## src/rtl/fetch_sequencer_if.sv

```systemverilog
// Handshake bundle between the fetch sequencer, instruction memory and the decode stage.
interface fetch_sequencer_if #(
    parameter int ADDR_W = 8,
    parameter int DATA_W = 32
);
    logic              run;
    logic              redirect_valid;
    logic [ADDR_W-1:0] redirect_pc;
    logic              mem_req_valid;
    logic [ADDR_W-1:0] mem_req_addr;
    logic              mem_req_ready;
    logic              mem_rsp_valid;
    logic [DATA_W-1:0] mem_rsp_data;
    logic              instr_valid;
    logic [DATA_W-1:0] instr_data;
    logic [ADDR_W-1:0] instr_pc;
    logic              instr_ready;
    logic              busy;

    modport slave (
        input  run, redirect_valid, redirect_pc,
        output mem_req_valid, mem_req_addr,
        input  mem_req_ready, mem_rsp_valid, mem_rsp_data,
        output instr_valid, instr_data, instr_pc,
        input  instr_ready,
        output busy
    );

    modport master (
        output run, redirect_valid, redirect_pc,
        input  mem_req_valid, mem_req_addr,
        output mem_req_ready, mem_rsp_valid, mem_rsp_data,
        input  instr_valid, instr_data, instr_pc,
        output instr_ready,
        input  busy
    );
endinterface

```

## src/rtl/fetch_sequencer.sv

```systemverilog
// Single-outstanding instruction fetch FSM: issues PC-addressed reads, holds each
// fetched word for downstream, and drops in-flight responses after a redirect.
module fetch_sequencer #(
    parameter int ADDR_W   = 8,
    parameter int DATA_W   = 32,
    parameter int STEP     = 4,
    parameter int RESET_PC = 0
) (
    input  logic             clk,
    input  logic             rst_n,
    fetch_sequencer_if.slave bus
);
    localparam logic [2:0] S_IDLE  = 3'd0;
    localparam logic [2:0] S_REQ   = 3'd1;
    localparam logic [2:0] S_WAIT  = 3'd2;
    localparam logic [2:0] S_HOLD  = 3'd3;
    localparam logic [2:0] S_DRAIN = 3'd4;

    logic [2:0]        r_state;
    logic [2:0]        w_next;
    logic [2:0]        w_restart;
    logic [ADDR_W-1:0] r_pc;
    logic [ADDR_W-1:0] w_pc_next;
    logic [DATA_W-1:0] r_instr_data;
    logic [ADDR_W-1:0] r_instr_pc;
    logic              w_capture;

    always_comb begin
        w_restart = bus.run ? S_REQ : S_IDLE;
        w_next    = r_state;
        w_capture = 1'b0;
        case (r_state)
            S_IDLE: w_next = w_restart;
            S_REQ: begin
                // An accepted request still owes a response, so a redirect must drain it.
                if (bus.redirect_valid)     w_next = bus.mem_req_ready ? S_DRAIN : w_restart;
                else if (bus.mem_req_ready) w_next = S_WAIT;
            end
            S_WAIT: begin
                if (bus.redirect_valid) w_next = bus.mem_rsp_valid ? w_restart : S_DRAIN;
                else if (bus.mem_rsp_valid) begin
                    w_capture = 1'b1;
                    w_next    = S_HOLD;
                end
            end
            S_HOLD:  if (bus.redirect_valid || bus.instr_ready) w_next = w_restart;
            S_DRAIN: if (bus.mem_rsp_valid) w_next = w_restart;
            default: w_next = S_IDLE;
        endcase
    end

    always_comb begin
        w_pc_next = r_pc;
        if (bus.redirect_valid) w_pc_next = bus.redirect_pc;
        else if (w_capture)     w_pc_next = r_pc + ADDR_W'(STEP);
    end

    always_ff @(posedge clk) begin
        if (!rst_n) begin
            r_state      <= S_IDLE;
            r_pc         <= ADDR_W'(RESET_PC);
            r_instr_data <= '0;
            r_instr_pc   <= '0;
        end else begin
            r_state <= w_next;
            r_pc    <= w_pc_next;
            if (w_capture) begin
                r_instr_data <= bus.mem_rsp_data;
                r_instr_pc   <= r_pc;
            end
        end
    end

    assign bus.mem_req_valid = (r_state == S_REQ);
    assign bus.mem_req_addr  = r_pc;
    assign bus.instr_valid   = (r_state == S_HOLD);
    assign bus.instr_data    = r_instr_data;
    assign bus.instr_pc      = r_instr_pc;
    assign bus.busy          = (r_state != S_IDLE);
endmodule

```

## src/flat_wrapper.sv

```systemverilog
// flat-port wrapper written by rule: the top's interface ports become plain ports
module fetch_sequencer_flat 
#(
    parameter int ADDR_W   = 8,
    parameter int DATA_W   = 32,
    parameter int STEP     = 4,
    parameter int RESET_PC = 0
)
  (clk, rst_n, bus_run, bus_redirect_valid, bus_redirect_pc, bus_mem_req_valid, bus_mem_req_addr, bus_mem_req_ready, bus_mem_rsp_valid, bus_mem_rsp_data, bus_instr_valid, bus_instr_data, bus_instr_pc, bus_instr_ready, bus_busy);
  fetch_sequencer_if #(.ADDR_W(ADDR_W), .DATA_W(DATA_W)) bus_i ();
  input  logic clk;
  input  logic rst_n;
  input wire logic [$bits(bus_i.run)-1:0] bus_run;
  input wire logic [$bits(bus_i.redirect_valid)-1:0] bus_redirect_valid;
  input wire logic [$bits(bus_i.redirect_pc)-1:0] bus_redirect_pc;
  output wire logic [$bits(bus_i.mem_req_valid)-1:0] bus_mem_req_valid;
  output wire logic [$bits(bus_i.mem_req_addr)-1:0] bus_mem_req_addr;
  input wire logic [$bits(bus_i.mem_req_ready)-1:0] bus_mem_req_ready;
  input wire logic [$bits(bus_i.mem_rsp_valid)-1:0] bus_mem_rsp_valid;
  input wire logic [$bits(bus_i.mem_rsp_data)-1:0] bus_mem_rsp_data;
  output wire logic [$bits(bus_i.instr_valid)-1:0] bus_instr_valid;
  output wire logic [$bits(bus_i.instr_data)-1:0] bus_instr_data;
  output wire logic [$bits(bus_i.instr_pc)-1:0] bus_instr_pc;
  input wire logic [$bits(bus_i.instr_ready)-1:0] bus_instr_ready;
  output wire logic [$bits(bus_i.busy)-1:0] bus_busy;
  assign bus_i.run = bus_run;
  assign bus_i.redirect_valid = bus_redirect_valid;
  assign bus_i.redirect_pc = bus_redirect_pc;
  assign bus_mem_req_valid = bus_i.mem_req_valid;
  assign bus_mem_req_addr = bus_i.mem_req_addr;
  assign bus_i.mem_req_ready = bus_mem_req_ready;
  assign bus_i.mem_rsp_valid = bus_mem_rsp_valid;
  assign bus_i.mem_rsp_data = bus_mem_rsp_data;
  assign bus_instr_valid = bus_i.instr_valid;
  assign bus_instr_data = bus_i.instr_data;
  assign bus_instr_pc = bus_i.instr_pc;
  assign bus_i.instr_ready = bus_instr_ready;
  assign bus_busy = bus_i.busy;
  fetch_sequencer #(.ADDR_W(ADDR_W), .DATA_W(DATA_W), .STEP(STEP), .RESET_PC(RESET_PC)) u_core (.clk(clk), .rst_n(rst_n), .bus(bus_i));
endmodule
```

## config.mk

```make
export PLATFORM = sky130hd
export DESIGN_NAME = fetch_sequencer_flat
export DESIGN_NICKNAME = d
export VERILOG_FILES = /design/src/rtl/fetch_sequencer_if.sv /design/src/rtl/fetch_sequencer.sv /design/src/flat_wrapper.sv
export SDC_FILE = /design/constraint.sdc
export NUM_CORES = 1
export LEC_CHECK = 0
export ABC_AREA = 0
export CORE_ASPECT_RATIO = 0.5
export CORE_UTILIZATION = 41
export DETAILED_ROUTE_END_ITERATION = 10
export PLACE_DENSITY_LB_ADDON = 0.1
export SYNTH_ARGS = -nofsm -noshare
export SYNTH_HDL_FRONTEND = slang
export SYNTH_SLANG_ARGS = --single-unit
```

## constraint.sdc

```tcl
create_clock -name clk -period 1.75 [get_ports clk]
set_clock_uncertainty 0.1 [all_clocks]
set_input_delay 0.35 -clock clk [delete_from_list [all_inputs] [get_ports clk]]
set_output_delay 0.35 -clock clk [all_outputs]
set_load 0.02 [all_outputs]
```

# Word-level counts from Yosys, hierarchy flattened
# Cells that the tools add are included.
dict set report totals {
  ff_bits 51
  in_bits 47
  output_inout_bits 51
  elab_cells 33
}
dict set report classes {
  addsub 1
  n_eq_ne 8
  mux 15
  n_reduce_logical 5
}
# operator count
set op_table {}
lappend op_table {{2-to-1 mux 3 bit} 8}
lappend op_table {{2-to-1 mux 8 bit} 2}
lappend op_table {{case mux 3 bit (5 select lines)} 1}
lappend op_table {{adder 8 x 3 -> 8 bit (second input constant)} 1}
lappend op_table {{== test 3 x 2 -> 1 bit (second input constant)} 2}
lappend op_table {{2-to-1 mux 1 bit} 4}
lappend op_table {{AND reduction 4 bit} 1}
lappend op_table {{== test 3 x 1 -> 1 bit (second input constant)} 1}
lappend op_table {{== test 3 bit (second input constant)} 1}
lappend op_table {{logical NOT 3 bit} 1}
lappend op_table {{inequality test 3 x 2 -> 1 bit (second input constant)} 1}
lappend op_table {{inequality test 3 bit (second input constant)} 1}
lappend op_table {{nonzero test 3 bit} 1}
lappend op_table {{inequality test 2 x 1 -> 1 bit (second input constant)} 1}
lappend op_table {{inequality test 2 bit (second input constant)} 1}
lappend op_table {{nonzero test 2 bit} 1}
lappend op_table {{logical OR 1 bit} 1}

# Logic depth before layout (Yosys ltp)
dict set report logic_depth {
  depth_word 5
  ltp_mapped 7
}

# Worst setup path after synthesis
# No wires, ideal clock.
dict set report synth_path {
  path_kind {flip-flop to output port}
  startpoint {register u_core.r_state[0]}
  endpoint {output bus_mem_req_valid}
  arrival_ns 1.102
  required_time_ns 1.300
  slack_ns 0.198
  stages_incl_launch_ff 3
  path_buffers 0
  cell_sequence {dfxtp_1 -> inv_1 -> nor3_1}
}
dict set report synth_via {
  elab_chain_len 1
}
# element line
set synth_rtl {}
lappend synth_rtl {{start: declaration} fetch_sequencer.sv:19} ;# logic [2:0] r_state;
lappend synth_rtl {{start signal: assignment} fetch_sequencer.sv:65} ;# r_state <= w_next;
lappend synth_rtl {{== test 3 x 1 -> 1 bit} fetch_sequencer.sv:74} ;# assign bus.mem_req_valid = (r_state == S_REQ);
lappend synth_rtl {{end: declaration} flat_wrapper.sv:16} ;# output wire logic [$bits(bus_i.mem_req_valid)-1:0] bus_mem_req_valid;
# Every way passes these cells.

# Worst setup path in the final report
dict set report layout_path {
  startpoint {register u_core.r_instr_data[27] (netlist: u_core.bus.instr_data[27])}
  endpoint {output bus_instr_data[27]}
}
# element line
set layout_lines {}
lappend layout_lines {{start: declaration} fetch_sequencer.sv:24} ;# logic [DATA_W-1:0] r_instr_data;
lappend layout_lines {{start signal: assignment} fetch_sequencer.sv:68} ;# r_instr_data <= bus.mem_rsp_data;
lappend layout_lines {{end: declaration} flat_wrapper.sv:22} ;# output wire logic [$bits(bus_i.instr_data)-1:0] bus_instr_data;
# No word-level cell between the ends.

==> qor.csv <==
stage,metric,value,unit
status,status,completed,
critical_path,slowest_stage,clkdlybuf4s50_1,
global_route,grt_pass1_wl,7780,um
clocking,clk_path_buf_depth,2,
sta,max_slew_margin,83.6,%
clocking,path_clk_slew,100,ps
final_layout,drive_above_1_share,9.12,%
sta,tns,0,ps
synthesis,syn_area,0.00211,sq mm
clocking,root_buffer,clkbuf_8,
synthesis,synthMuxAreaShare,1.90,%
route,drtPass1Iterations,4,
place,gp_congestion,0.797,
pwr,finalPower,2450,uW
critical_path,endpoint,bus_instr_data[27],
clocking,clkLatencyLatePin,300,ps
critical_path,r2r-start,u_core.r_state[2]$_SDFFE_PN0P_,
synthesis,synth_fa_ha_area_share,0.593,%
critical_path,crit_path_start,u_core.bus.instr_data[27]$_SDFFE_PN0P_,
sta,fin_crit,1700,ps
final_layout,area_growth,61.4,%
clocking,cts_hold_buf,0,
critical_path,crit_path_end_kind,primary output,
pwr,power_density,719,mW/mm^2
critical_path,cp.depth,1,
route,wire_per_inst,12.9,um
floorplan,die_width,103,um
route,drt_wl_total,5410,um
critical_path,slowest_delay,600,ps
critical_path,crit_chain,clkdlybuf4s50_1,
floorplan,start_util,42.7,%
final_layout,antenna_cells,0,
clocking,cts_sinks,51,
synthesis,yosysUniqueCellTypes,30,
clocking,cts_tree,yes,
floorplan,dieArea,0.00545,sq mm
critical_path,critPathLaunchType,flop,
synthesis,synth-async-reset-ratio,0,%
synthesis,syn_inst,248,
synthesis,yosysSeqAreaShare,48.4,%
critical_path,cp_data_arrival_time,1250,ps
critical_path,reg2reg_slack,130,ps
floorplan,num_rows,18,
global_route,grt_pass1_vias,1810,
run,maxCapViolCount,0,
sta,finalCritPeriodShare,97.4,%
place,hpwl,3670,um
critical_path,r2r_cells,6,
critical_path,criticalPathCategory,flop to primary output,
synthesis,synth.yosys.warnings,0,
global_route,grt_max_degree,53,
pwr,ir_worst_vdd,0.000395,V
pwr,leakagePower,0.00147,uW
synthesis,synth_simple_gate_area_share,22.2,%
place,io_buffers,97,
synthesis,synthFlopType,dfxtp_1,
critical_path,cp.required,1300,ps
synthesis,avgSynthCellArea,8.50,sq um
route,drtIter0Drc,62,
synthesis,synth_edf_count,0,
global_route,grt_overflow,0,
route,num_vias,2031,
clocking,htree_levels,2,
floorplan,core-area,0.00493,sq mm
critical_path,r2r_end,u_core.bus.instr_pc[3]$_SDFFE_PN0P_,
synthesis,synth_top_family_by_area,simple AND/OR/NAND/NOR gates,
global_route,groute.usage.overall,19.0,%
route,drtAntennaViolNets,0,
synthesis,synth_compound_area_share,19.3,%
route,via_per_inst,4.82,
critical_path,cp_max_fo,2,
route,drc,0,
sta,whs,353,ps
sta,finalHoldViolCount,0,
sta,setup_viol_count_final,0,
final_layout,nets,398,
floorplan,ios,98,
synthesis,syn_nets,296,
synthesis,synthXorXnorAreaFrac,2.49,%
sta,max_freq,587,MHz
place,pre_cts_ws,-171,ps
sta,drv_slew,0,
global_route,antenna_found_initial,0,
worst_hold_path,hp-class,flop to flop,
sta,fin_ws,45.6,ps
synthesis,synth-seq-cells,51,
sta,worst_pin_slew,246,ps
clocking,cts_buffers,5,
critical_path,cp_top_family,buffers and inverters,
critical_path,cp_num_buf_inv,1,
floorplan,die_h,52.7,um
how the worst min path moves through the flow:
stage,from,end,slack [ps],cells after the start
5_1_grt,u_core.bus.instr_pc[0]$_SDFFE_PN0P_,u_core.bus.instr_pc[0]$_SDFFE_PN0P_,370,2
6_report,u_core.bus.instr_data[5]$_SDFFE_PN0P_,u_core.bus.instr_data[5]$_SDFFE_PN0P_,350,2
2_1_floorplan,bus_mem_rsp_data[0],u_core.bus.instr_data[0]$_SDFFE_PN0P_,380,2
3_5_place_dp,u_core.bus.instr_pc[0]$_SDFFE_PN0P_,u_core.bus.instr_pc[0]$_SDFFE_PN0P_,350,2
3_3_place_gp,u_core.bus.instr_pc[0]$_SDFFE_PN0P_,u_core.bus.instr_pc[0]$_SDFFE_PN0P_,340,2
4_1_cts,u_core.bus.instr_pc[0]$_SDFFE_PN0P_,u_core.bus.instr_pc[0]$_SDFFE_PN0P_,360,2
per-stage QoR:
step           utilization (%)  instance area, sq um  std cells
6_report                  69.0                  3400        421
5_1_grt                   69.0                  3400        421
4_1_cts                   68.0                  3350        420
3_5_place_dp              65.4                  3220        412
3_3_place_gp              65.4                  3220        412
2_1_floorplan                -                  2110        248
cell usage after synthesis (2+ instances only):
master / number / area share [%]
dfxtp_1: 51 / 48
a21oi_1: 5 / 1.2
xor2_1: 4 / 1.7
inv_1: 4 / 0.71
buf_4: 4 / 1.4
nand4_1: 4 / 1.2
a31oi_1: 3 / 0.89
nor2_1: 2 / 0.36
nor2b_1: 3 / 0.89
clkbuf_1: 11 / 2.0
nand3_1: 2 / 0.47
xnor2_1: 2 / 0.83
a21boi_1: 40 / 14
o21ai_0: 9 / 2.1
nand2b_1: 2 / 0.59
nand2_1: 82 / 15
mux2i_1: 4 / 1.9
buf_2: 2 / 0.47
nor3_1: 3 / 0.71
cells by family (layout without fill, tap and decap cells):
logic type | Yosys count | after routing
muxes | 4 | 4
adders and majority gates | 1 | 1
buffers and inverters | 22 | 125
DFF | 51 | 51
xor gates and xnor gates | 6 | 6
and+or+nand+nor | 105 | 105
AOI/OAI and AO/OA | 59 | 59
cell usage in the layout, fill, tap and decap left out, types with 4 or more instances in the layout:
master	instances
inv_1	4
dlygate4sd2_1	8
o21ai_0	9
clkbuf_8	5
a21boi_1	40
buf_4	12
xor2_1	4
clkdlybuf4s50_1	73
dfxtp_1	49
mux2i_1	4
a21oi_1	5
dlymetal6s2s_1	13
nand4_1	4
nand2_1	82
per-layer routing:
| layer | wire length, um | part of all wire [%] | track usage, % | vias up |
|---|---|---|---|---|
| met5 | 0 | 0 | 0 | - |
| met4 | 58 | 1.1 | 6.34 | 0 |
| met3 | 279 | 5.2 | 5.07 | 7 |
| met2 | 2530 | 47 | 34.2 | 58 |
| met1 | 2540 | 47 | 22.2 | 940 |
| li1 | - | - | - | 1026 |
flip-flops by register name, indices dropped and copies added, names as in the netlist:
signal                   flops
u_core.bus.mem_req_addr      8
u_core.bus.instr_data       32
u_core.bus.instr_pc          8
u_core.r_state               3
repair_timing:
item,in CTS,in global routing
setup endpoints to repair,11,20
buffers inserted,0,0
gates resized for setup,21,19
gates cloned,0,1
where the power goes:
part / internal [uW] / leakage, uW / total [uW] / switching (uW)
registers: 1180 / 0.000414 / 1200 / 20.2
clock network: 570 / 0.0000644 / 957 / 387
logic: 175 / 0.000991 / 289 / 114
total: 1920 / 0.00147 / 2450 / 522
cell type report:
class | count | area (sq um)
Multi-Input combinational cell | 175 | 987
Sequential cell | 51 | 1020
Timing Repair Buffer | 113 | 1150
Tap cell | 70 | 87.6
Inverter | 4 | 15.0
Clock inverter | 3 | 67.6
Fill cell | 386 | 1530
Clock buffer | 5 | 68.8
Note: power is estimated with default switching activity, not from simulation.
